==> config.mk <==
export PLATFORM = sky130hd
export DESIGN_NAME = gps_iq_packer
export DESIGN_NICKNAME = d
export VERILOG_FILES = /design/src/rtl/gps_pkg.sv /design/src/rtl/gps_sync_fifo.sv /design/src/rtl/gps_iq_packer.sv
export SDC_FILE = /design/constraint.sdc
export NUM_CORES = 1
export LEC_CHECK = 0
export ABC_CLOCK_PERIOD_IN_PS = 5400
export CORE_MARGIN = 2
export CORE_UTILIZATION = 51
export CTS_CLUSTER_SIZE = 20
export DETAILED_ROUTE_END_ITERATION = 6
export HOLD_SLACK_MARGIN = 0.06
export PLACE_DENSITY = 0.68
export SLEW_MARGIN = 15
export SYNTH_ARGS = -nofsm -noshare
export SYNTH_HDL_FRONTEND = slang
export SYNTH_SLANG_ARGS = --single-unit
==> constraint.sdc <==
create_clock -name clk -period 5.4 [get_ports clk]
set_clock_uncertainty 0.1 [all_clocks]
set_input_delay 1.08 -clock clk [delete_from_list [all_inputs] [get_ports clk]]
set_output_delay 1.08 -clock clk [all_outputs]
set_load 0.005 [all_outputs]
==> src/rtl/gps_pkg.sv <==
// ============================================================================
// Module      : gps_pkg
// Description : Shared widths and sample type for the GPS I/Q output path.
// Revision    : 1.0 - initial release
// ============================================================================
`default_nettype none

package gps_pkg;

    localparam int SAMPLE_W       = 3;
    localparam int LANES_PER_WORD = 5;
    localparam int WORD_W         = 32;
    localparam int SEQ_W          = 2;
    localparam int LANE_W         = 2 * SAMPLE_W;
    localparam int PAYLOAD_W      = LANES_PER_WORD * LANE_W;

    // Packed so that the struct value is exactly one lane: imag high, real low.
    typedef struct packed {
        logic [SAMPLE_W-1:0] imag_part;
        logic [SAMPLE_W-1:0] real_part;
    } iq_sample_t;

endpackage

`default_nettype wire

==> src/rtl/gps_sync_fifo.sv <==
// ============================================================================
// Module      : gps_sync_fifo
// Description : Single-clock first-word-fall-through FIFO with registered
//               output stage; count includes the word on the output.
// Revision    : 1.0 - initial release
// ============================================================================
`default_nettype none

module gps_sync_fifo #(
    parameter int WIDTH = 32,
    parameter int DEPTH = 16
) (
    input  logic                     clk,
    input  logic                     rst_n,
    input  logic                     i_wr_en,
    input  logic [WIDTH-1:0]         i_wr_data,
    input  logic                     i_rd_en,
    output logic [WIDTH-1:0]         o_rd_data,
    output logic                     o_rd_valid,
    output logic                     o_full,
    output logic                     o_empty,
    output logic [$clog2(DEPTH):0]   o_count
);

    localparam int                  c_ptr_w   = $clog2(DEPTH);
    localparam int                  c_cnt_w   = c_ptr_w + 1;
    localparam logic [c_ptr_w-1:0]  c_ptr_one = c_ptr_w'(1);
    localparam logic [c_cnt_w-1:0]  c_depth   = c_cnt_w'(DEPTH);

    logic [WIDTH-1:0]    r_mem [DEPTH];
    logic [c_ptr_w-1:0]  r_wr_ptr;
    logic [c_ptr_w-1:0]  r_rd_ptr;
    logic [c_cnt_w-1:0]  r_mem_cnt;
    logic [c_cnt_w-1:0]  r_count;
    logic                r_valid;
    logic [WIDTH-1:0]    r_dout;

    logic w_full;
    logic w_pop;
    logic w_push;
    logic w_load;

    assign w_full = (r_count == c_depth);
    assign w_pop  = r_valid & i_rd_en;
    // A pop on a full FIFO frees the slot in the same cycle.
    assign w_push = i_wr_en & (~w_full | w_pop);
    // The output stage refills only from stored words, never bypassing.
    assign w_load = (r_mem_cnt != '0) & (~r_valid | w_pop);

    always_ff @(posedge clk) begin
        if (w_push) begin
            r_mem[r_wr_ptr] <= i_wr_data;
        end
    end

    always_ff @(posedge clk) begin
        if (!rst_n) begin
            r_wr_ptr  <= '0;
            r_rd_ptr  <= '0;
            r_mem_cnt <= '0;
            r_count   <= '0;
            r_valid   <= 1'b0;
            r_dout    <= '0;
        end else begin
            if (w_push) begin
                r_wr_ptr <= r_wr_ptr + c_ptr_one;
            end
            if (w_load) begin
                r_dout   <= r_mem[r_rd_ptr];
                r_rd_ptr <= r_rd_ptr + c_ptr_one;
                r_valid  <= 1'b1;
            end else if (w_pop) begin
                r_valid  <= 1'b0;
            end
            r_mem_cnt <= r_mem_cnt + c_cnt_w'(w_push) - c_cnt_w'(w_load);
            r_count   <= r_count + c_cnt_w'(w_push) - c_cnt_w'(w_pop);
        end
    end

    assign o_rd_data  = r_dout;
    assign o_rd_valid = r_valid;
    assign o_full     = w_full;
    assign o_empty    = (r_count == '0);
    assign o_count    = r_count;

endmodule

`default_nettype wire

==> src/rtl/gps_iq_packer.sv <==
// ============================================================================
// Module      : gps_iq_packer
// Description : Packs five 3-bit I/Q samples plus a 2-bit sequence tag into
//               32-bit words and streams them out through a FIFO.
// Revision    : 1.0 - initial release
// ============================================================================
`default_nettype none

module gps_iq_packer
    import gps_pkg::*;
#(
    parameter int FIFO_DEPTH = 16
) (
    input  logic                          clk,
    input  logic                          rst_n,
    input  logic                          enable,
    input  logic [SAMPLE_W-1:0]           real_in,
    input  logic [SAMPLE_W-1:0]           imag_in,
    output logic [WORD_W-1:0]             m_data,
    output logic                          m_valid,
    input  logic                          m_ready,
    output logic [$clog2(FIFO_DEPTH):0]   fill_level,
    output logic [15:0]                   ovf_count,
    input  logic                          ovf_clr
);

    localparam logic [2:0]  c_last_lane = 3'(LANES_PER_WORD - 1);
    localparam logic [15:0] c_ovf_max   = 16'hFFFF;

    iq_sample_t              w_sample;
    logic [PAYLOAD_W-1:0]    w_acc_next;
    logic [2:0]              r_lane;
    logic [PAYLOAD_W-1:0]    r_acc;
    logic [SEQ_W-1:0]        r_seq;
    logic [WORD_W-1:0]       r_pack_word;
    logic                    r_pack_valid;
    logic [15:0]             r_ovf;

    logic w_fifo_full;
    logic w_fifo_empty;
    logic w_pop;
    logic w_drop;

    always_comb begin
        w_sample.real_part = real_in;
        w_sample.imag_part = imag_in;
        w_acc_next         = r_acc;
        for (int k = 0; k < LANES_PER_WORD; k++) begin
            if (r_lane == 3'(k)) begin
                w_acc_next[k*LANE_W +: LANE_W] = w_sample;
            end
        end
    end

    // Lanes left over from an abandoned word are overwritten before reuse.
    always_ff @(posedge clk) begin
        if (!rst_n) begin
            r_lane       <= '0;
            r_acc        <= '0;
            r_seq        <= '0;
            r_pack_word  <= '0;
            r_pack_valid <= 1'b0;
        end else begin
            r_pack_valid <= 1'b0;
            if (enable) begin
                r_acc <= w_acc_next;
                if (r_lane == c_last_lane) begin
                    r_lane       <= '0;
                    r_pack_word  <= {r_seq, w_acc_next};
                    r_pack_valid <= 1'b1;
                    r_seq        <= r_seq + SEQ_W'(1);
                end else begin
                    r_lane <= r_lane + 3'd1;
                end
            end else begin
                r_lane <= '0;
            end
        end
    end

    gps_sync_fifo #(
        .WIDTH (WORD_W),
        .DEPTH (FIFO_DEPTH)
    ) u_fifo (
        .clk        (clk),
        .rst_n      (rst_n),
        .i_wr_en    (r_pack_valid),
        .i_wr_data  (r_pack_word),
        .i_rd_en    (m_ready),
        .o_rd_data  (m_data),
        .o_rd_valid (m_valid),
        .o_full     (w_fifo_full),
        .o_empty    (w_fifo_empty),
        .o_count    (fill_level)
    );

    assign w_pop  = m_valid & m_ready & ~w_fifo_empty;
    assign w_drop = r_pack_valid & w_fifo_full & ~w_pop;

    // Clear takes effect first, so a coincident drop is still counted.
    always_ff @(posedge clk) begin
        if (!rst_n) begin
            r_ovf <= '0;
        end else if (ovf_clr) begin
            r_ovf <= w_drop ? 16'd1 : 16'd0;
        end else if (w_drop && (r_ovf != c_ovf_max)) begin
            r_ovf <= r_ovf + 16'd1;
        end
    end

    assign ovf_count = r_ovf;

endmodule

`default_nettype wire

==> key figures, run 1 <==
Outcome
  • Status: completed

Yosys
  • Post-Syn Area per Cell: 17.9 um^2
  • Cell count after synthesis: 1379
  • Number of flops mapped to enable cells by yosys: 512
  • Syn_nets: 1415
  • Synth Warn #: 0
  • Share of synthesized flip-flops with an asynchronous set or reset: 0%
  • Synth top area share: 62.3%
  • Synth top area cells: edfxtp_1 62%, mux4_2 12%, dfxtp_1 10%
  • Sequential fraction of the synthesis area: 72.8%
  • Cell area after synthesis: 24700 um^2
  • Netlist cell types: 50
  • Count leader, synth: edfxtp_1
  • Top cell type by total area after synthesis: edfxtp_1
  • Most used flip-flop cell after synthesis: edfxtp_1
  • #FFs+latches synth: 641
  • Synth top cells by count: 512 x edfxtp_1, 129 x dfxtp_1, 128 x mux4_2

Global routing
  • Largest net degree at the start of global routing: 64
  • Total GRT Usage: 21.2%
  • Congestion Overflow GR: 0
  • First-pass GRT wire length: 79000 um
  • Vias in the first global route: 13100
  • Initial antenna violation count: 0

Critical path
  • Setup crit start kind: input port
  • Crit end category: register
  • CP Cell Sequence: clkdlybuf4s50_1, and2_1, o21a_1, nand2_1, nor2_4
  • Cell family with the largest share of critical-path delay: simple AND/OR/NAND/NOR gates
  • Worst-path fanout max: 32
  • Crit-path max cell delay: 0.95 ns
  • Slowest CP cell: nor2_4
  • Worst EP arrival: 3.42 ns
  • Crit Path Category: input port to register
  • Req. time, crit path: 5.48 ns
  • Worst path bufs/invs: 1

STA
  • Slew at the pin closest to its max-slew limit: 1.15 ns
  • Relative slew slack: 23.3%
  • Period utilisation layout: 61.7%
  • Final WS setup: 2.07 ns
  • Final Setup Violations: 0
  • F_max: 300 MHz
  • Max-slew violations: 0
  • RSZ-0062 raised after global routing: false
  • Fin crit period: 3.33 ns
  • Total Neg Setup Slack: 0 ns
  • Final Hold Fails: 0

Finish
  • Final instance area: 28200 um^2
  • Area Overhead vs Synth: 14.3%
  • Fill cells: 3473
  • Nets: 1499
  • Inserted Diodes: 0
  • Share of layout cells above drive strength 1: 20.3%

Clock network
  • CTS clk-pin slew, worst paths: 0.06 ns
  • Post-CTS setup buffers: 0
  • Max Root-Sink Buffers: 3
  • TritonCTS buffer count: 66
  • Hold-fix buffer count after cts: 0
  • Post-cts gate resize count: 0
  • Clock Sinks: 641
  • H-tree levels: 3
  • Clk Latency, worst-skew pair: 0.58 ns
  • CTS tree: yes
  • CTS Root Buffer Type: clkbuf_16

Floorplanning
  • Die Ht: 224 um
  • Die W: 224 um
  • Row count: 80
  • Die area: 50200 um^2
  • Core Area: 47700 um^2
  • Starting Density: 51.7%
  • I/O Pins: 65

Pwr
  • Worst vdd ir: 0.460 mV
  • Leakage: 8.79 nW
  • Power per Cell Area: 414 nW/um^2

Route
  • Met3 WL: 2280 um
  • Wire length on met1: 21900 um
  • 1st-iter DRT viols: 1031
  • Number of remaining DRC errors: 0
  • Post-route ant nets: 0
  • 1st-pass router iterations: 5
  • Top Metal Used: met4
  • Routed vias/inst: 5.94
  • Routed wire length: 51400 um
  • Via count: 12700
  • Routed wl met2: 25900 um
  • Wire per inst: 24.2 um

Min path
  • Worst min-delay path category: register to register

Placed design
  • Dpl hpwl: 30700 um
  • Routability congestion estimate: 0.777
  • Placed cell areas: 26000 um^2
  • IO buf count: 64
  • Post-place setup slack: 1.43 ns

Flow run
  • Max-cap check violation count: 0
==> kinds of logic after synthesis <==
group                    Yosys count  synth area share [%]
AO/OA/AOI/OAI                    131                  3.66
XOR/XNOR                          14                 0.497
adder cells (fa/ha/maj)           25                  1.33
buffers and inverters            101                  1.90
flip-flops                       641                  72.8
multiplexers                     203                  14.9
AND/OR/NAND/NOR                  264                  4.96
==> layout make-up <==
cell class              count  area, um^2  share of cell area, %
multi-input cells         637        6370                   22.6
flip-flops and latches    641       18000                   63.7
clock buffers              97        1900                   6.74
repair buffers             92         941                   3.34
inverters                  25        93.8                  0.333
clock inverters            22         164                  0.581
well taps                 615         769                   2.73
==> routing by layer <==
| layer | up-vias | global-route usage, % |
|---|---|---|
| met5 | - | 0 |
| met4 | 0 | 6.69 |
| met3 | 91 | 3.15 |
| met2 | 364 | 35.9 |
| met1 | 6579 | 28.4 |
| li1 | 5617 | - |
==> power by group <==
part / switching, mW / internal, mW / leakage (nW)
logic: 0.761 / 0.973 / 2.09
registers: 0.243 / 5.39 / 5.68
clock network: 1.78 / 2.54 / 1.02
==> tightest hold or removal path, cell delays in order, from the launching register on <==
cell     delay (ns)
dfxtp_1        0.31
nand2_1        0.05
a21oi_1        0.05
==> state kept, by name, summed over array words and instances (netlist names), 2 cells and up <==
signal	cells
r_seq	2
u_fifo.r_mem_cnt	5
r_lane	3
r_pack_word	32
u_fifo.r_mem	512
u_fifo.o_count	5
u_fifo.r_wr_ptr	4
r_acc	24
u_fifo.r_rd_ptr	4
ovf_count	16
u_fifo.o_rd_data	32
==> cells in the final DEF (no fill, tap or decap), drive strengths merged, types with 3 or more instances in the layout <==
cell,synthesis,final
o31ai,5,5
inv,25,27
a21oi,65,65
edfxtp,512,512
nor3,7,7
dfxtp,129,129
clkinv,0,17
clkbuf,46,97
nor4,6,6
nand4,8,8
nand2b,6,6
nor2b,5,5
xnor2,8,8
nand2,97,97
and2,8,8
nor2,74,74
o21a,3,3
and3,4,4
nand3,34,34
ha,23,23
mux2i,43,43
a211oi,7,7
buf,30,28
a221o,32,32
mux2,32,32
clkdlybuf4s50,0,64
or4,6,6
mux4,128,128
a31oi,4,4
xor2,6,6
a21o,3,3
==> worst paths after layout <==
path,start,end,slack (ns),depth (start not counted)
worst max-delay path,m_ready,u_fifo.r_mem[5][0]$_DFFE_PP_,2.07,5
worst min-delay path,r_acc[7]$_SDFFE_PN0P_,r_pack_word[7]$_SDFFE_PN0P_,0.36,2
worst max register to register,u_fifo.o_count[3]$_SDFF_PN0_,u_fifo.r_mem[5][0]$_DFFE_PP_,2.37,6
worst min register to register,r_acc[7]$_SDFFE_PN0P_,r_pack_word[7]$_SDFFE_PN0P_,0.36,2
==> through the flow <==
| stage | total power, mW | hold slack [ns] | utilization [%] | instances |
|---|---|---|---|---|
| 2_1_floorplan | 6.98 | 0.332 | - | 1379 |
| 3_3_place_gp | 7.48 | 0.343 | 54.5 | 2005 |
| 3_5_place_dp | 7.50 | 0.347 | 54.5 | 2005 |
| 4_1_cts | 11.8 | 0.355 | 58.8 | 2124 |
| 5_1_grt | 12.1 | 0.371 | 59.1 | 2129 |
| 6_report | 11.7 | 0.355 | 59.1 | 2129 |
(Power assumes the default switching activity.)
==> run 2, diff against run 1 <==
--- a/config.mk
+++ b/config.mk
@@ -5,7 +5,7 @@
 export SDC_FILE = /design/constraint.sdc
 export NUM_CORES = 1
 export LEC_CHECK = 0
-export ABC_CLOCK_PERIOD_IN_PS = 5400
+export ABC_CLOCK_PERIOD_IN_PS = 3450
 export CORE_MARGIN = 2
 export CORE_UTILIZATION = 51
 export CTS_CLUSTER_SIZE = 20
==> constraint.sdc (replaced) <==
create_clock -name clk -period 3.45 [get_ports clk]
set_clock_uncertainty 0.1 [all_clocks]
set_input_delay 0.69 -clock clk [delete_from_list [all_inputs] [get_ports clk]]
set_output_delay 0.69 -clock clk [all_outputs]
set_load 0.005 [all_outputs]
==> key figures, run 2 (synthesis results as in run 1) <==
Pwr
  • Net Sw Frac: 24.5% (+0.72 points)
  • Power per Cell Area: 651 nW/um^2 (+57%)
  • Clock power share: 36.8% (-0.2 points)
  • P_sw: 4.54 mW (+63%)
  • Leakage: 8.86 nW (+0.78%)
  • Worst vdd ir: 0.434 mV (-5.6%)
  • Seq pwr share: 47.1% (-1.1 points)
  • Combinational share of power: 16.1% (+1.3 points)
  • Design internal power: 14.0 mW (+57%)

Clock network
  • Post-cts gate resize count: 0 (unchanged)
  • Max Root-Sink Buffers: 3 (unchanged)
  • CTS clk-pin slew, worst paths: 0.06 ns (about the same)
  • H-tree levels: 3 (unchanged)
  • Clock Sinks: 641 (unchanged)
  • Hold-fix buffer count after cts: 0 (unchanged)
  • CTS Root Buffer Type: clkbuf_16
  • Post-CTS setup buffers: 0 (unchanged)
  • CTS tree: yes
  • TritonCTS buffer count: 66 (unchanged)
  • Clk Latency, worst-skew pair: 0.60 ns (+0.02 ns)

Critical path
  • Cell family with the largest share of critical-path delay: adder cells
  • Req. time, crit path: 3.80 ns (-1.68 ns)
  • Worst path bufs/invs: 2 (+1)
  • Crit-path max cell delay: 0.49 ns (-0.46 ns)
  • CP Cell Sequence: inv_1, ha_1, or4b_4, and2_1, ha_1, inv_1, ha_1, fa_1, a21oi_1, o21bai_1, xnor2_1, nor2_1
  • CP Launch Point: u_fifo.r_mem_cnt[2]$_SDFF_PN0_
  • Worst-path fanout max: 5 (-84%)
  • Slowest CP cell: or4b_4
  • Setup crit start kind: register
  • Crit end category: register
  • Crit Path Category: register to register
  • Worst EP arrival: 3.17 ns (-0.25 ns)
  • Reg2Reg Launch Point: u_fifo.r_mem_cnt[2]$_SDFF_PN0_
  • CP dominant cell by count: ha_1

Finish
  • Final instance area: 28400 um^2 (+0.84%)
  • Area Overhead vs Synth: 15.3%
  • Share of layout cells above drive strength 1: 21.2% (+0.91 points)
  • Inserted Diodes: 0 (unchanged)
  • Nets: 1522 (+1.5%)
  • Most frequent cells in the layout: 512 x edfxtp_1, 128 x mux4_2, 126 x dfxtp_1, 97 x nand2_1, 66 x clkbuf_16
  • Top reg by flops: u_fifo.r_mem
  • Fin util: 59.6% (+0.50 points)
  • Number of flip-flops in the largest register: 512 (unchanged)
  • Commonest non-fill, non-tap cell in the layout: edfxtp_1

Route
  • Number of remaining DRC errors: 0 (unchanged)
  • Routed vias/inst: 5.87 (-1.2%)
  • Post-route ant nets: 0 (unchanged)
  • 1st-iter DRT viols: 1019 (-1.2%)
  • Routed wire length: 51900 um (+1.0%)
  • Via count: 12600 (-0.024%)
  • 1st-pass router iterations: 5 (unchanged)
  • Wire per inst: 24.1 um (-0.15%)

Floorplanning
  • Row count: 80 (unchanged)
  • Die W: 224 um (unchanged)
  • I/O Pins: 65 (unchanged)
  • Die Ht: 224 um (unchanged)
  • Starting Density: 51.7% (unchanged)
  • Die area: 50200 um^2 (unchanged)
  • Core Area: 47700 um^2 (unchanged)

STA
  • Period utilisation layout: 81.6%
  • Total Neg Setup Slack: 0 ns (unchanged)
  • Final Hold Fails: 0 (unchanged)
  • Slew at the pin closest to its max-slew limit: 1.20 ns (+0.0539 ns)
  • Final WS setup: 0.634 ns (-1.43 ns)
  • Fin crit period: 2.82 ns
  • Final Setup Violations: 0 (unchanged)
  • RSZ-0062 raised after global routing: false
  • F_max: 355 MHz
  • Relative slew slack: 19.7% (-3.6 points)
  • Max-slew violations: 0 (unchanged)

Placed design
  • Post-place setup slack: 0.231 ns (-1.20 ns)
  • Placed cell areas: 26400 um^2 (+1.3%)
  • Dpl hpwl: 30900 um (+0.57%)
  • IO buf count: 64 (unchanged)
  • Routability congestion estimate: 0.779 (+0.18%)

Global routing
  • Total GRT Usage: 21.2% (+0.072 points)
  • Initial antenna violation count: 0 (unchanged)
  • Vias in the first global route: 12800 (-1.9%)
  • Congestion Overflow GR: 0 (unchanged)
  • First-pass GRT wire length: 78700 um (-0.36%)
  • Largest net degree at the start of global routing: 77 (+20%)

Flow run
  • Max-cap check violation count: 0 (unchanged)

Min path
  • Min-delay src: r_acc[15]$_SDFFE_PN0P_
  • Worst min-delay path category: register to register

Outcome
  • Status: completed
run 2: cell types whose count changed in the layout (fill, tap and decap cells not counted), sizes merged:
cell / change
buf: +23
bufinv: +2
clkbuf: -7
clkinvlp: +2
inv: +5
run 2: path summary, 6_finish.rpt:
kind / end / slack [ns] / depth (start not counted)
setup / recovery: u_fifo.r_mem_cnt[4]$_SDFF_PN0_ / 0.63 / 12
hold / removal: r_pack_word[15]$_SDFFE_PN0P_ / 0.35 / 2
setup reg to reg: u_fifo.r_mem_cnt[4]$_SDFF_PN0_ / 0.63 / 12
hold reg to reg: r_pack_word[15]$_SDFFE_PN0P_ / 0.35 / 2
run 2: routing by layer:
metal	up-vias	GRT usage, %	share of wire, %
met1	6534	29.2	42
met2	361	35.1	50
met5	-	0	0
met3	73	3.36	5.5
li1	5680	-	-
met4	0	6.82	2.3
run 2: tightest hold or removal path: stages, from the launching register on:
cell,delay [ns]
dfxtp_1,0.31
nand2_1,0.05
a21oi_1,0.05
run 2: power groups by stage:
| stage | Sequential (mW) | Combinational [mW] | Clock [mW] |
|---|---|---|---|
| after floorplan | 8.70 | 2.22 | 0 |
| after global placement | 8.88 | 3.00 | 0 |
| after detailed placement | 8.88 | 3.03 | 0 |
| after CTS | 8.72 | 3.05 | 6.94 |
| after global routing | 8.74 | 3.24 | 7.24 |
| final | 8.71 | 2.98 | 6.82 |
run 2: stage by stage:
step,power (mW),hold WS [ns],std cells
finish,18.5,0.354,2154
global route,19.2,0.370,2154
CTS,18.7,0.357,2153
detailed placement,11.9,0.348,2032
global placement,11.9,0.343,2032
floorplan,10.9,0.332,1379
run 2: layout make-up:
type                       count  area [um^2]
clock buffer                  90         1770
clock inverter                31          287
fill                        3445        19300
inverter                      25         93.8
multi-input combinational    637         6390
sequential                   641        18000
tap                          615          769
timing repair buffer         115         1170
